--- config.mk ---
export PLATFORM = sky130hd
export DESIGN_NAME = vx_div_multi_unit
export DESIGN_NICKNAME = d
export VERILOG_FILES = /design/src/rtl/vx_div_multi_unit_pkg.sv /design/src/rtl/vx_div_multi_unit_engine.sv /design/src/rtl/vx_div_multi_unit.sv
export SDC_FILE = /design/constraint.sdc
export NUM_CORES = 2
export LEC_CHECK = 0
export ABC_AREA = 1
export ABC_CLOCK_PERIOD_IN_PS = 7000
export CORE_ASPECT_RATIO = 1.1
export CORE_MARGIN = 1
export CORE_UTILIZATION = 36
export DETAILED_ROUTE_END_ITERATION = 8
export GPL_ROUTABILITY_DRIVEN = 1
export GPL_TIMING_DRIVEN = 0
export PLACE_DENSITY = 0.59
export SETUP_SLACK_MARGIN = 0.2
export SKIP_CTS_REPAIR_TIMING = 1
export SYNTH_ARGS = -nofsm -noshare
export SYNTH_HDL_FRONTEND = slang
export SYNTH_SLANG_ARGS = --single-unit
--- constraint.sdc ---
create_clock -name clk -period 7 [get_ports clk]
set_input_delay 1.05 -clock clk [delete_from_list [all_inputs] [get_ports clk]]
set_output_delay 1.05 -clock clk [all_outputs]
set_load 0.05 [all_outputs]
--- src/rtl/vx_div_multi_unit_pkg.sv ---
// vx_div_multi_unit_pkg: shared engine state type and width helpers for the multi-engine divider
package vx_div_multi_unit_pkg;
    typedef enum logic [1:0] {IDLE, CALC, DONE} eng_state_e;

    function automatic logic [63:0] div_all_ones(input int w);
        return (w >= 64) ? '1 : ((64'd1 << w) - 64'd1);
    endfunction

    function automatic logic [63:0] min_int(input int w);
        return 64'd1 << (w - 1);
    endfunction

    function automatic int ptr_width(input int n);
        return (n > 1) ? $clog2(n) : 1;
    endfunction
endpackage

--- src/rtl/vx_div_multi_unit_engine.sv ---
// vx_div_engine: one radix-2 restoring divide engine covering every lane of a warp
module vx_div_engine
    import vx_div_multi_unit_pkg::*;
#(
    parameter int WIDTH     = 32,
    parameter int LANES     = 4,
    parameter int TAG_WIDTH = 16
) (
    input  logic                   clk,
    input  logic                   reset,
    input  logic                   start,
    input  logic                   retire,
    input  logic                   is_signed,
    input  logic                   is_rem,
    input  logic [LANES-1:0]       lane_mask,
    input  logic [LANES*WIDTH-1:0] numer,
    input  logic [LANES*WIDTH-1:0] denom,
    input  logic [TAG_WIDTH-1:0]   tag_in,
    output eng_state_e             state,
    output logic [LANES*WIDTH-1:0] result,
    output logic [TAG_WIDTH-1:0]   tag
);
    localparam int CW = $clog2(WIDTH);
    localparam logic [WIDTH-1:0] ONES = WIDTH'(div_all_ones(WIDTH));

    eng_state_e state_q, state_d;
    logic [CW-1:0] cnt_q, cnt_d;
    logic [LANES-1:0][WIDTH-1:0] rem_q, rem_d, quo_q, quo_d, den_q, den_d, res_q, res_d;
    logic [LANES-1:0] qneg_q, qneg_d, rneg_q, rneg_d, dz_q, dz_d, mask_q, mask_d;
    logic rsel_q, rsel_d;
    logic [TAG_WIDTH-1:0] tag_q, tag_d;
    logic [LANES-1:0][WIDTH-1:0] n_abs, d_abs, nrem, nquo, fin, eo;
    logic [LANES-1:0] n_neg, d_neg, d_zero;
    logic early;

    for (genvar i = 0; i < LANES; i++) begin : g_lane
        logic [WIDTH-1:0] n, d;
        logic [WIDTH:0] sh, diff;
        assign n         = numer[i*WIDTH +: WIDTH];
        assign d         = denom[i*WIDTH +: WIDTH];
        assign n_neg[i]  = is_signed & n[WIDTH-1];
        assign d_neg[i]  = is_signed & d[WIDTH-1];
        assign d_zero[i] = ~|d;
        assign n_abs[i]  = n_neg[i] ? -n : n;
        assign d_abs[i]  = d_neg[i] ? -d : d;
        assign eo[i]     = !lane_mask[i] ? '0 : (is_rem ? n : ONES);
        // shift in the next dividend bit; a borrow out of diff means the divisor does not fit
        assign sh      = {rem_q[i], quo_q[i][WIDTH-1]};
        assign diff    = sh - {1'b0, den_q[i]};
        assign nrem[i] = diff[WIDTH] ? sh[WIDTH-1:0] : diff[WIDTH-1:0];
        assign nquo[i] = {quo_q[i][WIDTH-2:0], ~diff[WIDTH]};
        assign fin[i]  = !mask_q[i] ? '0 :
                         rsel_q     ? (rneg_q[i] ? -nrem[i] : nrem[i]) :
                         dz_q[i]    ? ONES : (qneg_q[i] ? -nquo[i] : nquo[i]);
    end

    assign early = ~|(lane_mask & ~d_zero);

    always_comb begin
        state_d = state_q;
        cnt_d   = cnt_q;
        rem_d   = rem_q;
        quo_d   = quo_q;
        den_d   = den_q;
        res_d   = res_q;
        qneg_d  = qneg_q;
        rneg_d  = rneg_q;
        dz_d    = dz_q;
        mask_d  = mask_q;
        rsel_d  = rsel_q;
        tag_d   = tag_q;
        if (state_q == IDLE && start) begin
            state_d = early ? DONE : CALC;
            cnt_d   = CW'(WIDTH - 1);
            rem_d   = '0;
            quo_d   = n_abs;
            den_d   = d_abs;
            res_d   = eo;
            qneg_d  = n_neg ^ d_neg;
            rneg_d  = n_neg;
            dz_d    = d_zero;
            mask_d  = lane_mask;
            rsel_d  = is_rem;
            tag_d   = tag_in;
        end else if (state_q == CALC) begin
            rem_d = nrem;
            quo_d = nquo;
            cnt_d = cnt_q - 1'b1;
            if (cnt_q == '0) begin
                state_d = DONE;
                res_d   = fin;
            end
        end else if (state_q == DONE && retire) begin
            state_d = IDLE;
        end
    end

    always_ff @(posedge clk) begin
        state_q <= reset ? IDLE : state_d;
        cnt_q   <= cnt_d;
        rem_q   <= rem_d;
        quo_q   <= quo_d;
        den_q   <= den_d;
        res_q   <= res_d;
        qneg_q  <= qneg_d;
        rneg_q  <= rneg_d;
        dz_q    <= dz_d;
        mask_q  <= mask_d;
        rsel_q  <= rsel_d;
        tag_q   <= tag_d;
    end

    assign state  = state_q;
    assign result = res_q;
    assign tag    = tag_q;
endmodule

--- src/rtl/vx_div_multi_unit.sv ---
// vx_div_multi_unit: round-robin allocation over divide engines with strictly in-order retire
module vx_div_multi_unit
    import vx_div_multi_unit_pkg::*;
#(
    parameter int WIDTH     = 32,
    parameter int LANES     = 4,
    parameter int NUM_UNITS = 2,
    parameter int TAG_WIDTH = 16
) (
    input  logic                   clk,
    input  logic                   reset,
    input  logic                   valid_in,
    output logic                   ready_in,
    input  logic                   is_signed,
    input  logic                   is_rem,
    input  logic [LANES-1:0]       lane_mask,
    input  logic [LANES*WIDTH-1:0] numer,
    input  logic [LANES*WIDTH-1:0] denom,
    input  logic [TAG_WIDTH-1:0]   tag_in,
    output logic                   valid_out,
    input  logic                   ready_out,
    output logic [LANES*WIDTH-1:0] result,
    output logic [TAG_WIDTH-1:0]   tag_out
);
    localparam int PW = ptr_width(NUM_UNITS);
    localparam logic [PW-1:0] LAST = PW'(NUM_UNITS - 1);

    logic [PW-1:0] alloc_q, alloc_d, retire_q, retire_d;
    eng_state_e st [NUM_UNITS];
    logic [LANES*WIDTH-1:0] res [NUM_UNITS];
    logic [TAG_WIDTH-1:0] tags [NUM_UNITS];
    logic fire_in, fire_out;

    assign ready_in  = st[alloc_q] == IDLE;
    assign valid_out = st[retire_q] == DONE;
    assign result    = res[retire_q];
    assign tag_out   = tags[retire_q];
    assign fire_in   = valid_in && ready_in;
    assign fire_out  = valid_out && ready_out;

    for (genvar u = 0; u < NUM_UNITS; u++) begin : g_eng
        vx_div_engine #(
            .WIDTH(WIDTH),
            .LANES(LANES),
            .TAG_WIDTH(TAG_WIDTH)
        ) u_eng (
            .clk(clk),
            .reset(reset),
            .start(fire_in && alloc_q == PW'(u)),
            .retire(fire_out && retire_q == PW'(u)),
            .is_signed(is_signed),
            .is_rem(is_rem),
            .lane_mask(lane_mask),
            .numer(numer),
            .denom(denom),
            .tag_in(tag_in),
            .state(st[u]),
            .result(res[u]),
            .tag(tags[u])
        );
    end

    always_comb begin
        alloc_d  = fire_in ? ((alloc_q == LAST) ? '0 : alloc_q + 1'b1) : alloc_q;
        retire_d = fire_out ? ((retire_q == LAST) ? '0 : retire_q + 1'b1) : retire_q;
    end

    always_ff @(posedge clk) begin
        if (reset) begin
            alloc_q  <= '0;
            retire_q <= '0;
        end else begin
            alloc_q  <= alloc_d;
            retire_q <= retire_d;
        end
    end
endmodule

# Yosys cells after proc, flatten, opt, wreduce, memory -nomap -nowiden
# Index checks and enable logic that the tools add are counted.
# Widths: inputs -> output; s select.
classes:
  magnitude_cmp: 2
  eq_ne: 7
  bitwise: 23
  addsub: 36
  n_reduce_logical: 34
  muxes: 97
op_table:
  columns: ["cell", "n"]
  rows:
  - ["$mux 32", 64]
  - ["$mux 128", 13]
  - ["$neg 32->32", 24]
  - ["$sub 33x32->33", 8]
  - ["$reduce_or 32->1", 4]
  - ["$mux 16", 3]
  - ["$mux 2", 15]
  - ["$logic_and 1x1->1", 10]
  - ["$logic_not 5->1", 2]
  - ["$not 1->1", 10]
  - ["$sub 5x1->5 const B", 2]
  - ["$and 1x1->1", 8]
  - ["$reduce_and 2->1", 4]
  - ["$reduce_bool 2->1", 4]
  - ["$eq 2x2->1 const B", 3]
  - ["$logic_not 2->1", 3]
  - ["$ne 3x2->1 const B", 2]
  - ["$reduce_bool 3->1", 2]
  - ["$and 4x4->4", 1]
  - ["$eq 2x1->1 const B", 2]
  - ["$ge 2x2->1 const B", 2]
  - ["$logic_not 1->1", 4]
  - ["$not 1->2", 2]
  - ["$not 4->4", 1]
  - ["4 further kinds", 6]
totals:
  input_bits: 282
  output_inout_bits: 146
  ff_bits: 1106

# Depth between registers and ports, before layout
logic_depth:
  word_depth: 11
  depth_mapped: 34

# Hierarchy
# A second synthesis with hierarchy kept.
hier_totals:
  hier_cells: 14610
  area_unflattened_um2: 94399.3
by_module_without_submodules:
  columns: ["module", "seq_area_each_um2", "area_each_um2", "cells_per_inst", "instances"]
  rows:
  - ["vx_div_engine (g_eng[0].u_eng)", 15224.6, 46226.8, 7114, 1]
  - ["vx_div_engine (g_eng[1].u_eng)", 15224.6, 46036.7, 7004, 1]
  - ["vx_div_multi_unit", 40.0, 2135.8, 492, 1]

# Least setup slack after synthesis
# Ideal clock, no wire load.
synth_path:
  path_type: "input port to flip-flop"
  start: "input valid_in"
  end: "register g_eng[1].u_eng.den_q[0] in the netlist's numbering (enable)"
  setup_ns: 0.588
  required_time_ns: 6.412
  arrival_time_ns: 6.345
  path_slack_ns: 0.068
  path_stages: 5
  n_path_buf: 3
  path_cell_list: "inv_1 > nor2_1 > clkbuf_1 > clkbuf_1 > clkbuf_1"
synth_between:
  elab_chain_cells: 3
synth_rtl:
  columns: ["element", "line", "rtl"]
  rows:
  - ["start, declared", "vx_div_multi_unit.sv:12", "input logic valid_in,"]
  - ["$logic_and 1x1->1", "vx_div_multi_unit.sv:38", "assign fire_in = valid_in && ready_in;"]
  - ["$logic_and 1x1->1", "vx_div_multi_unit.sv:49", ".start(fire_in && alloc_q == PW'(u)),"]
  - ["$logic_and 1x1->1", "vx_div_multi_unit_engine.sv:72", "if (state_q == IDLE && start) begin"]
  - ["end signal, assigned", "vx_div_multi_unit_engine.sv:103", "den_q <= den_d;"]
  - ["end, declared", "vx_div_multi_unit_engine.sv:28", "logic [LANES-1:0][WIDTH-1:0] rem_q, rem_d, quo_q, quo_d, den_q, den_d, res_q, res_d;"]
# Every way passes these cells.
# A chain may end at the register's enable or synchronous reset.

# Final worst setup path
layout_path:
  start: "register retire_q"
  end: "output result[97]"
layout_between:
  elab_chain_cells: 4
layout_rtl:
  columns: ["element", "line", "rtl"]
  rows:
  - ["start, declared", "vx_div_multi_unit.sv:28", "logic [PW-1:0] alloc_q, alloc_d, retire_q, retire_d;"]
  - ["start signal, assigned", "vx_div_multi_unit.sv:74", "retire_q <= retire_d;"]
  - ["$not 1->2 (not written as such)", "vx_div_multi_unit.sv:36", "assign result = res[retire_q];"]
  - ["$mux 128 (not written as such) (3 in series)", "vx_div_multi_unit.sv:36", null]
  - ["end, declared", "vx_div_multi_unit.sv:22", "output logic [LANES*WIDTH-1:0] result,"]
# Every way passes these cells. The select of a mux whose other input is x is not followed.

==> run_results.csv <==
group,metric,value,unit
drt,vias_per_cell,5.30,
global_routing,grt_pass1_vias,86100,
clocking,insertion_delay,0.85,ns
logic_synthesis,yosys-top-cells-count,"5161 x nand2_1, 1950 x inv_1, 1192 x nor2_1",
worst_hold_path,min_from,"g_eng[1].u_eng.cnt_q[3]",
logic_synthesis,netlist_area,88700,um2
clocking,htreeDepth,4,
logic_synthesis,synth_top_area_share,28.2,%
floorplanning,dieArea,248000,um2
floorplanning,die_y,523,um
outcome,violations,"max-capacitance violations, max-slew violations",
place,dp.cells,17500,
final_layout,multi_input_area,48900,um2
clocking,ctsRootBufferMaster,"clkbuf_16",
final_layout,fin_nets,15000,
logic_synthesis,synth.most_common_cell,"nand2_1",
sta,hold_slack,0.493,ns
outcome,outcome,"complete, but fails checks",
worst_setup_path,startpoint,"retire_q",
floorplanning,rows,190,
sta,slew_headroom,-12.8,%
worst_setup_path,slowest_stage,"clkbuf_1",
floorplanning,die_w,475,um
logic_synthesis,async_flop_share,0,%
clocking,cts_buffers,143,
sta,setup_viol,0,
logic_synthesis,yosysSeqAreaShare,34.4,%
worst_setup_path,critPathMaxStageDelay,1.04,ns
worst_setup_path,regToRegEndpoint,"g_eng[1].u_eng.result[58]",
place,dp_hpwl,342000,um
global_routing,track_usage,32.6,%
power,power.density,467,nW/um2
logic_synthesis,avgSynthCellArea,6.43,um2
power,vdd_drop_max,0.256,mV
worst_setup_path,r2r_slack,0.90,ns
worst_hold_path,holdPathEnd,"g_eng[1].u_eng.cnt_q[3]",
final_layout,fillerInstances,26400,
sta,finalSetupTns,0,ns
floorplanning,initial_core_util,36.3,%
global_routing,grt_max_degree,72,
worst_setup_path,worstRegToRegCells,31,
worst_setup_path,start_kind,"flip-flop",
sta,fmax,0.158,GHz
worst_hold_path,hold_depth,1,
logic_synthesis,yosys_most_used_dff,"edfxtp_1",
drt,wire_per_inst,23.6,um
floorplanning,coreArea,244000,um2
drt,route.detailed.drc,0,
sta,worst_pin_slew,1.69,ns
worst_setup_path,endpoint_kind,"output port",
power,power.leakage,49.1,nW
worst_setup_path,critPathArrivalTime,5.28,ns
logic_synthesis,ys_seq_elements,1106,
clocking,clk_pin_slew_worst_paths,0.07,ns
final_layout,stdcell_count,17800,
global_routing,grt_pass1_wl,586000,um
global_routing,grt_antenna_before_repair,38,
worst_setup_path,cp.required,5.95,ns
drt,antenna_left,0,
logic_synthesis,ys_types,66,
logic_synthesis,synth_cells,13800,
worst_setup_path,worst-setup-path-type,"flip-flop to output port",
run,drv_cap,8,
final_layout,drive_above_1_share,3.95,%
clocking,cts_tree,"yes",
final_layout,seq_area,30500,um2
sta,rsz0062_at_grt,"false",
worst_setup_path,r2r_start,"g_eng[1].u_eng.g_lane[1].sh[0]",
sta,fin_skew,0.0481,ns
clocking,clk_path_buf_depth,4,
drt,vias,94200,
place,portBuffers,427,
worst_setup_path,crit_fanout,10,
sta,min_period_over_period,90.5,%
global_routing,grt-ovfl-total,0,
final_layout,synthToLayoutAreaGrowth,15.3,%
floorplanning,num_io_pins,428,
logic_synthesis,syn-num-nets,14400,
sta,drv_slew,75,
drt,drt_pass1_iterations,9,
worst_hold_path,min_path_type,"flip-flop to flip-flop",
logic_synthesis,ys_warn_count,0,
place,gp_congestion,1.02,
power,total_power,0.0477,W
sta,period_needed,6.33,ns
sta,timing.final.hold_violations,0,
worst_setup_path,crit_chain,"clkbuf_2 > clkbuf_1 > clkbuf_1 > nand2_1 > nand2_1 > clkdlybuf4s50_1",
logic_synthesis,synth_edf_count,834,
drt,wl,419000,um
drt,drtIter0Drc,10800,
clocking,cts_sinks,1106,
logic_synthesis,yosysTopAreaCell,"edfxtp_1",
logic_synthesis,synth_area_leaders,"edfxtp_1 28%, nand2_1 22%, inv_1 8.2%",
power by group:
part | switching, W | internal (W)
Clock | 0.00322 | 0.00436
Combinational | 0.0215 | 0.00867
Sequential | 0.00121 | 0.00881
per-stage QoR:
step / worst slack [ns] / utilization (%) / area [um2]
final: 0.667 / 41.9 / 102000
after global routing: 0.625 / 41.8 / 102000
after CTS: 0.856 / 41.8 / 102000
after detailed placement: 1.15 / 40.0 / 97700
after global placement: -5.35 / 39.7 / 97100
after floorplan: 0.325 / - / 88700
cell type report:
cell class / count / area share (%)
antenna: 27 / 0.0660
buffer: 407 / 1.87
clock buffer: 164 / 3.66
clock inverter: 83 / 0.800
inverter: 1986 / 7.29
multi-input combinational: 10300 / 47.8
sequential: 1106 / 29.8
tap: 3264 / 3.99
timing repair buffer: 447 / 4.69
registers in the layout (all words and copies together) (netlist names), 10 cells and up:
register / count
g_eng.u_eng.den_q: 256
g_eng.u_eng.g_lane.sh: 264
g_eng.u_eng.result: 256
g_eng.u_eng.tag: 32
g_eng.u_eng.cnt_q: 10
g_eng.u_eng.nquo: 248
routing by layer:
layer	track usage, %	up-vias	wire length [um]
met5	0	-	120
met1	41.3	43300	167000
met2	50.6	4511	182000
met3	5.54	943	38100
met4	21.9	22	32000
li1	-	45500	-
how the worst max path moves through the flow:
stage,end,slack (ns),cells after the start
after floorplan,g_eng[0].u_eng.den_q[0],0.32,4
after global placement,g_eng[0].u_eng.den_q[34],-5.35,5
after detailed placement,g_eng[1].u_eng.result[58],1.15,31
after CTS,result[97],0.86,6
after global routing,g_eng[1].u_eng.result[58],0.62,31
final,result[97],0.67,6
placed cells by master (no fill, tap or decap), drive strengths merged, types with 177 or more instances in the layout:
master	count
nand2	5260
nor2	1234
xor2	265
nor3	183
nand3	946
clkdlybuf4s50	427
dfxtp	272
a21oi	507
edfxtp	834
clkbuf	458
inv	1981
ha	277
o22ai	177
o21ai	874
worst max-delay path, delay by kind of cell, from the launching register on:
kind          cells  cell delay [ns]
buf+inv           4             3.52
simple gates      2             0.54
flops             1             0.38
cell families after synthesis:
| kind of cell | count (synthesis) | share of synthesized area [%] |
|---|---|---|
| AOI/OAI and AO/OA | 1743 | 10.8 |
| xor gates and xnor gates | 382 | 3.77 |
| adders and majority gates | 285 | 4.09 |
| buffers and inverters | 2393 | 10.5 |
| DFF | 1106 | 34.4 |
| and+or+nand+nor | 7890 | 36.5 |
Power figures use the tool's default switching activity.
